**src/rtl/instr_encoder.sv**
```systemverilog
// LEGv8 instruction encoder: symbolic op requests are encoded, buffered in a FIFO,
// and streamed out with a byte address that advances by 4 per consumed word.
module instr_encoder #(
  parameter int unsigned          DEPTH  = 4,
  parameter int unsigned          ADDR_W = 8,
  parameter logic [ADDR_W-1:0]    BASE   = '0
) (
  input  logic              CLOCK,
  input  logic              RESET,
  input  logic              Flush,
  input  logic              ReqValid,
  output logic              ReqReady,
  input  logic [3:0]        ReqOp,
  input  logic [4:0]        Rd,
  input  logic [4:0]        Rn,
  input  logic [4:0]        Rm,
  input  logic [25:0]       Imm,
  output logic              InstrValid,
  input  logic              InstrReady,
  output logic [31:0]       Instr,
  output logic [ADDR_W-1:0] InstrAddr,
  output logic              Error
);

  localparam int unsigned PTR_W = (DEPTH > 1) ? $clog2(DEPTH) : 1;
  localparam int unsigned CNT_W = PTR_W + 1;

  typedef enum logic [1:0] {
    ST_EMPTY,
    ST_PARTIAL,
    ST_FULL
  } state_e;

  state_e              state_q, state_d;
  logic [31:0]         mem_q [DEPTH];
  logic [31:0]         mem_d [DEPTH];
  logic [PTR_W-1:0]    wr_ptr_q, wr_ptr_d;
  logic [PTR_W-1:0]    rd_ptr_q, rd_ptr_d;
  logic [CNT_W-1:0]    count_q, count_d;
  logic [ADDR_W-1:0]   addr_q, addr_d;
  logic                error_q, error_d;

  logic [31:0]         enc_word;
  logic                legal;
  logic                accept;
  logic                push;
  logic                pop;

  always_comb begin
    enc_word = '0;
    legal    = 1'b1;
    case (ReqOp)
      4'd0:    enc_word = {11'b10001011000, Rm, 6'b000000, Rn, Rd};
      4'd1:    enc_word = {11'b11001011000, Rm, 6'b000000, Rn, Rd};
      4'd2:    enc_word = {11'b10001010000, Rm, 6'b000000, Rn, Rd};
      4'd3:    enc_word = {11'b10101010000, Rm, 6'b000000, Rn, Rd};
      4'd4:    enc_word = {11'b11010011011, 5'b00000, Imm[5:0], Rn, Rd};
      4'd5:    enc_word = {11'b11010011010, 5'b00000, Imm[5:0], Rn, Rd};
      4'd6:    enc_word = {11'b11111000010, Imm[8:0], 2'b00, Rn, Rd};
      4'd7:    enc_word = {11'b11111000000, Imm[8:0], 2'b00, Rn, Rd};
      4'd8:    enc_word = {8'b10110100, Imm[18:0], Rd};
      4'd9:    enc_word = {6'b000101, Imm[25:0]};
      default: legal    = 1'b0;
    endcase
  end

  // Ready/valid come only from registered state, so a pop never frees a slot in the same cycle.
  assign ReqReady   = (state_q != ST_FULL);
  assign InstrValid = (state_q != ST_EMPTY);
  assign Instr      = mem_q[rd_ptr_q];
  assign InstrAddr  = addr_q;
  assign Error      = error_q;

  assign accept = ReqValid & ReqReady;
  assign push   = accept & legal;
  assign pop    = InstrValid & InstrReady;

  always_comb begin
    state_d  = state_q;
    mem_d    = mem_q;
    wr_ptr_d = wr_ptr_q;
    rd_ptr_d = rd_ptr_q;
    count_d  = count_q;
    addr_d   = addr_q;
    error_d  = accept & ~legal;

    if (Flush) begin
      state_d  = ST_EMPTY;
      wr_ptr_d = '0;
      rd_ptr_d = '0;
      count_d  = '0;
      addr_d   = BASE;
      error_d  = 1'b0;
    end else begin
      if (push) begin
        mem_d[wr_ptr_q] = enc_word;
        wr_ptr_d        = wr_ptr_q + 1'b1;
      end
      if (pop) begin
        rd_ptr_d = rd_ptr_q + 1'b1;
        addr_d   = addr_q + ADDR_W'(4);
      end
      if (push && !pop) begin
        count_d = count_q + CNT_W'(1);
      end else if (pop && !push) begin
        count_d = count_q - CNT_W'(1);
      end

      case (state_q)
        ST_EMPTY: begin
          if (push) state_d = ST_PARTIAL;
        end
        ST_PARTIAL: begin
          if (push && !pop && count_q == CNT_W'(DEPTH - 1)) begin
            state_d = ST_FULL;
          end else if (pop && !push && count_q == CNT_W'(1)) begin
            state_d = ST_EMPTY;
          end
        end
        ST_FULL: begin
          if (pop) state_d = ST_PARTIAL;
        end
        default: state_d = ST_EMPTY;
      endcase
    end
  end

  always_ff @(posedge CLOCK or negedge RESET) begin
    if (!RESET) begin
      state_q  <= ST_EMPTY;
      wr_ptr_q <= '0;
      rd_ptr_q <= '0;
      count_q  <= '0;
      addr_q   <= BASE;
      error_q  <= 1'b0;
      for (int unsigned i = 0; i < DEPTH; i++) begin
        mem_q[i] <= '0;
      end
    end else begin
      state_q  <= state_d;
      wr_ptr_q <= wr_ptr_d;
      rd_ptr_q <= rd_ptr_d;
      count_q  <= count_d;
      addr_q   <= addr_d;
      error_q  <= error_d;
      for (int unsigned i = 0; i < DEPTH; i++) begin
        mem_q[i] <= mem_d[i];
      end
    end
  end

endmodule

```
**config.mk**
```make
export PLATFORM = sky130hd
export DESIGN_NAME = instr_encoder
export DESIGN_NICKNAME = d
export VERILOG_FILES = /design/src/rtl/instr_encoder.sv
export SDC_FILE = /design/constraint.sdc
export NUM_CORES = 1
export LEC_CHECK = 0
export CELL_PAD_IN_SITES_DETAIL_PLACEMENT = 1
export CELL_PAD_IN_SITES_GLOBAL_PLACEMENT = 1
export CORE_AREA = 2 2 178 180
export CTS_BUF_LIST = sky130_fd_sc_hd__clkbuf_16
export CTS_CLUSTER_SIZE = 12
export DETAILED_ROUTE_END_ITERATION = 10
export DIE_AREA = 0 0 180 182
export PLACE_DENSITY_LB_ADDON = 0.2
export SETUP_SLACK_MARGIN = 0.1
export SKIP_CTS_REPAIR_TIMING = 1
export SYNTH_ARGS = -nofsm -noshare
export SYNTH_HDL_FRONTEND = slang
export SYNTH_SLANG_ARGS = --single-unit
```
**constraint.sdc**
```tcl
create_clock -name CLOCK -period 2.1 [get_ports CLOCK]
set_clock_uncertainty 0.2 [all_clocks]
set_input_delay 0.42 -clock CLOCK [delete_from_list [all_inputs] [get_ports CLOCK]]
set_output_delay 0.42 -clock CLOCK [all_outputs]
set_load 0.02 [all_outputs]
```
==> impl_metrics.py <==
metrics = {
    "worst_setup_path": {
        "crit_chain": "buf_6 -> buf_12 -> mux4_2 -> buf_6",
        "worst_ep_arrival_time_ns": 1.83,
        "r2r-start": "state_q[0]$_DFFE_PN0P_",
        "end_kind": "output port",
        "path_common_cell": "buf_6",
        "cp.required_ns": 1.48,
        "r2r-end": "mem_q[8]$_DFFE_PN0P_",
        "critPathBufInv": 3,
        "crit_cells": 4,
        "cp_top_family": "multiplexers",
        "critPathLaunch": "rd_ptr_q[0]$_DFFE_PN0P_",
        "crit_type": "flop to output port",
        "r2r_slack_ns": 0.20,
        "ff2ff_path_depth": 5,
        "cp-endpoint": "Instr[10]",
        "crit_fanout": 8,
        "startpoint_type": "flop",
        "cpMaxStageDelayCell": "mux4_2",
        "crit_path_max_incr_delay_ns": 0.58,
    },
    "timing": {
        "setup-tns-final_ns": -9.82,
        "worstMarginPinSlew_ns": 0.831,
        "setup_viol": 32,
        "period_share_pct": 117,
        "fmax_mhz": 408,
        "fin_crit_ns": 2.45,
        "setup_slack_ns": -0.350,
        "rsz0062_at_grt": "true",
        "final_hold_viol_count": 0,
        "slew_headroom_pct": 44.6,
        "drv_slew": 0,
    },
    "logic_synthesis": {
        "synth-seq-cells": 144,
        "synth.avg_cell_area_um2": 12.1,
        "ys_types": 50,
        "yosys.area.top_type_share_pct": 49.3,
        "synthCells": 603,
        "synth-edff-count": 0,
        "synthArstFlopShare_pct": 100,
        "synthTopCellsByArea": "dfrtp_1, a21oi_1, mux4_2, mux2_4, buf_6",
        "netlist_area_mm2": 0.00731,
        "yosysTopAreaCell": "dfrtp_1",
        "ys_warn_count": 0,
        "synth_seq_area_share_pct": 49.3,
        "ys.flop_type": "dfrtp_1",
    },
    "cts": {
        "root_buffer": "clkbuf_16",
        "cts_sinks": 144,
        "clk_pin_slew_ns": 0.07,
        "tritoncts": "done",
        "numCtsBuffers": 17,
        "clockBufferDepth": 2,
        "clock_latency_ns": 0.43,
        "htreeDepth": 4,
    },
    "global_routing": {
        "track_usage_pct": 15.9,
        "antenna_found_initial": 0,
        "grt_pass1_vias": 6440,
        "grt_first_pass_wirelength_um": 39800,
        "grt_start_max_net_pins": 53,
        "overflow": 0,
    },
    "cells_and_area": {
        "syn2layout_area_growth_pct": 34.9,
        "drive_gt1_share_pct": 32.4,
        "diodes": 0,
        "final_cell_mix": "a21oi_1, dfrtp_1, buf_4, clkdlybuf4s50_1, mux2_4",
        "nets": 800,
        "final_common_cell": "a21oi_1",
    },
    "pwr": {
        "power_mw": 9.23,
        "p_comb_share_pct": 26.4,
        "powerDensity_mw_per_mm2": 936,
        "sw_frac_of_total_pct": 31.7,
        "vdd_drop_max_uv": 535,
        "p_int_mw": 6.30,
        "p_switching_mw": 2.92,
        "sequentialPowerShare_pct": 40.5,
        "power_frac_clock_pct": 33.1,
        "p_leak_nw": 4.37,
    },
    "job": {
        "maxCapViolCount": 0,
    },
    "detailed_routing": {
        "drcViolationCount": 0,
        "wire_per_inst_um": 22.3,
        "routed_wirelength_um": 25800,
        "num_vias": 5632,
        "drtPass1Iterations": 4,
        "drt_iter0_drc": 357,
        "antenna_left": 0,
        "viasPerCell": 4.87,
    },
    "outcome": {
        "failed_checks": "setup timing",
        "status": "complete, but fails checks",
    },
    "worst_hold_path": {
        "hold_path.class": "primary input to async pin",
    },
    "placed_design": {
        "dp_hpwl_um": 17500,
        "numPortBuffers": 90,
        "place_congestion": 0.808,
    },
    "die": {
        "coreArea_mm2": 0.0310,
        "die_h_um": 182,
        "die_x_um": 180,
        "design.die.area_mm2": 0.0328,
        "initial_core_util_pct": 23.6,
        "io_pins": 93,
        "num_rows": 65,
    },
}
==> registers in the layout, indices dropped and copies added, names as in the netlist <==
signal / cells
state_q: 2
count_q: 3
wr_ptr_q: 2
InstrAddr: 6
mem_q: 128
rd_ptr_q: 2
Error: 1
==> power by group through the flow <==
| stage | Sequential (mW) | Clock [mW] | Combinational [mW] |
|---|---|---|---|
| floorplan | 3.66 | 0 | 1.46 |
| global placement | 3.72 | 0 | 2.34 |
| detailed placement | 3.79 | 0 | 2.40 |
| CTS | 3.74 | 3.14 | 2.42 |
| global route | 3.82 | 3.26 | 2.65 |
| finish | 3.74 | 3.05 | 2.43 |
==> final cells by class <==
type | instances | area [um2]
fill | 3342 | 21100
sequential | 144 | 3600
multi-input combinational | 393 | 3320
timing repair buffer | 176 | 1820
tap | 402 | 503
clock buffer | 17 | 425
clock inverter | 15 | 153
inverter | 9 | 33.8
==> cells by family after synthesis <==
kind of cell,count (synthesis),share of synthesized area (%)
adder cells (fa/ha/maj),9,1.54
buffers and inverters,67,5.72
AO/OA/AOI/OAI,214,16.8
multiplexers,84,19.9
flip-flops,144,49.3
AND/OR/NAND/NOR,74,5.58
XOR/XNOR,10,1.20
other,1,0.0513
==> metrics by stage <==
step | area (um2) | cells | hold slack, ns | worst slack [ns] | utilization [%]
final | 9860 | 1156 | 0.284 | -0.350 | 31.8
after global routing | 9860 | 1156 | 0.311 | -0.405 | 31.8
after CTS | 9690 | 1148 | -0.280 | -0.771 | 31.3
after detailed placement | 9110 | 1116 | 0.186 | -0.727 | 29.4
after global placement | 9110 | 1116 | 0.175 | -0.640 | 29.4
after floorplan | 7320 | 604 | -0.0756 | 0.156 | -
==> worst min-delay path by stage <==
stage                                   endpoint  cells after the start
after floorplan                  Error$_DFF_PN0_                      0
after global placement     mem_q[87]$_DFFE_PN0P_                      1
after detailed placement  mem_q[119]$_DFFE_PN0P_                      1
after CTS                  mem_q[23]$_DFFE_PN0P_                      1
after global routing      mem_q[119]$_DFFE_PN0P_                      2
final                     mem_q[119]$_DFFE_PN0P_                      2
==> metal layers <==
metal | track usage, % | share of wire (%) | vias to the layer above
met3 | 3.25 | 4.2 | 25
met2 | 27.0 | 50 | 130
li1 | - | - | 2514
met5 | 0 | 0 | -
met1 | 20.6 | 45 | 2963
met4 | 3.87 | 1.4 | 0
==> synthesized netlist by cell type (3+ instances only) <==
library cell  instances
nand4_1               4
and3_1                4
and2_4                4
mux4_2               32
buf_4                 3
a21oi_1             160
a22oi_1              11
ha_1                  9
mux2i_1               4
a311oi_1              4
nand2_1              22
o221ai_1              4
mux2_4               40
mux2_2                8
a31oi_1               6
xnor2_1               5
buf_2                22
inv_1                 9
buf_6                17
clkbuf_1             16
nor2_1               13
nor2b_1               5
a221oi_1              4
a222oi_1              5
o21ai_0               6
nand2b_1              7
a22o_1                4
nor3_1                3
xor2_1                5
dfrtp_1             144
==> worst register-to-register path, cell delays in order, from the launching register on <==
cell,delay (ns)
dfrtp_1,0.36
nand2b_2,0.18
and4b_4,0.32
and2_4,0.21
buf_4,0.33
a21oi_1,0.14
Power figures use the tool's default switching activity.
==> RTL change: new RTL, same settings <==
Encoding of `state_e`: now one-hot (3 bits for 3 states).
--- a/src/rtl/instr_encoder.sv
+++ b/src/rtl/instr_encoder.sv
@@ -25,10 +25,10 @@
   localparam int unsigned PTR_W = (DEPTH > 1) ? $clog2(DEPTH) : 1;
   localparam int unsigned CNT_W = PTR_W + 1;
 
-  typedef enum logic [1:0] {
-    ST_EMPTY,
-    ST_PARTIAL,
-    ST_FULL
+  typedef enum logic [2:0] {
+    ST_EMPTY   = 3'b001,
+    ST_PARTIAL = 3'b010,
+    ST_FULL    = 3'b100
   } state_e;
 
   state_e              state_q, state_d;
Behaviour: same outputs for any inputs over 4 cycles, from zero or initial values and one cycle with RESET low; so few cycles prove little.
==> RTL change against the unedited design <==
The run still ends with negative setup slack left. Cell area is 7.8% higher. Worst setup slack got worse by 0.0035 ns. Utilization rose by 2.5 points. Wire length down 1.1%. First-iteration DRC count shrank 24%. Via count down 5.4%. Sequential cell count is 1 higher. Maximum frequency shrank 0.14%. Area after synthesis fell by 1.7%. Power decreased by 2.5%. Die area did not move. Final cell count fell by 0.95%. Hold slack is essentially flat.
==> RTL change: results (changes against the unedited design) <==
==================================================================================
Share of final-layout standard cells stronger than drive strength 1 .       43.61%   +11 points
Sequential-to-total area share from yosys stat ......................       50.54%   +1.2 points
Dominant cells by area after synthesis .............................. dfrtp_1, mux2_2, mux4_2
Met3 Usage GRT ......................................................       2.667%   -0.58 points
R2r setup slk .......................................................      0.02 ns   -0.18 ns
Met1 Use GR .........................................................       18.63%   -2.0 points
Type of the worst min-delay path ....................................      reg2reg
Setup slack after layout ............................................   -0.3531 ns   -0.003500 ns
Iter 0 DRT Violations ...............................................          270   -24%
Worst r2r src ....................................................... state_q[0]$_DFFE_PN1P_
Final estimated routing congestion in global placement ..............       0.7702   -4.7%
Longest individual stage delay on the worst path ....................      0.54 ns   -0.04 ns
HPWL after detailed placement .......................................     15.40 mm   -12%
Capturing point of the worst reg2reg path ........................... count_q[1]$_DFFE_PN0P_
End of the critical path ............................................     Instr[2]
LEAKAGE .............................................................     5.159 nW   +18%
Share of async-settable or async-resettable flops after synthesis ...       100.0%   unchanged
Leading cell types by count after synthesis ......................... dfrtp_1, mux2_2, nand2_1
Worst VDD drop ......................................................  0.0005814 V   +8.6%
Synth unique cells ..................................................           48   -4.0%
Number of nets in the layout ........................................          789   -1.4%
Wire length of the first global-routing pass ........................     34.52 mm   -13%
Pin count of the biggest net entering global routing ................           48   -9.4%
Post-place setup slack ..............................................   -0.7608 ns   -0.03428 ns
Worst Hold Margin ...................................................    0.2836 ns   -0.0001020 ns
DR vias/cell ........................................................        4.655   -4.5%
Count of final setup violators ......................................           33   +3.1%
Failing checks ...................................................... negative setup slack
Cell area after placement ...........................................    8975 um^2   -1.5%
Run status .......................................................... finished, violations left
Detailed-route wire length per cell .................................     22.27 um   -0.12%
Overall fraction of global-route tracks in use ......................       13.76%   -2.1 points
M2 GR Usage .........................................................       22.76%   -4.3 points
Worst relative slew slack ...........................................       50.94%   +6.4 points
Setup TNS Final .....................................................    -10.16 ns   -0.3404 ns
Maximum number of buffers from clock root to sink ...................            2   unchanged
Via count of the first global-routing pass ..........................         5738   -11%
==================================================================================
==> RTL change: cells by family after synthesis <==
| logic type | Yosys count | synth area share, % |
|---|---|---|
| xor+xnor | 10 | 1.411 |
| flops | 145 | 50.54 |
| fa+ha+maj | 10 | 1.725 |
| mux | 150 | 28.24 |
| other cells | 1 | 0.05221 |
| buf+inv | 61 | 4.390 |
| simple gates | 95 | 6.603 |
| compound gates | 83 | 7.038 |
==> RTL change: final cells by class <==
cell class / instances / area, um^2 / area share (%)
repair buffers: 202 / 2253 / 21.19
clock buffers: 17 / 425.4 / 4.001
inverters: 14 / 52.55 / 0.4942
flip-flops and latches: 145 / 3631 / 34.15
well taps: 402 / 503.0 / 4.731
multi-input cells: 350 / 3561 / 33.49
clock inverters: 15 / 206.4 / 1.942
==> RTL change: where the power goes <==
group          leakage (nW)  internal (mW)  switching, mW
logic                  2.90           1.25          0.973
registers              1.95           3.20          0.225
clock network         0.309           1.94           1.42
==> RTL change: stage by stage <==
| step | total power, mW | cells |
|---|---|---|
| after detailed placement | 5.368 | 1071 |
| after global routing | 9.408 | 1145 |
| after global placement | 5.268 | 1071 |
| after CTS | 8.740 | 1103 |
| after floorplan | 4.492 | 556 |
| final | 9.000 | 1145 |
==> RTL change: layer usage <==
metal / share of wire [%] / wire length (um)
met5: 0 / 0
met4: 1.5 / 393
met3: 4.7 / 1186
met2: 47 / 12070
met1: 46 / 11860
==> RTL change: tightest hold or removal path, cell delays in order, from the launching register on <==
cell	delay, ns
dfrtp_1	0.34
nand2_1	0.05
o21ai_0	0.06
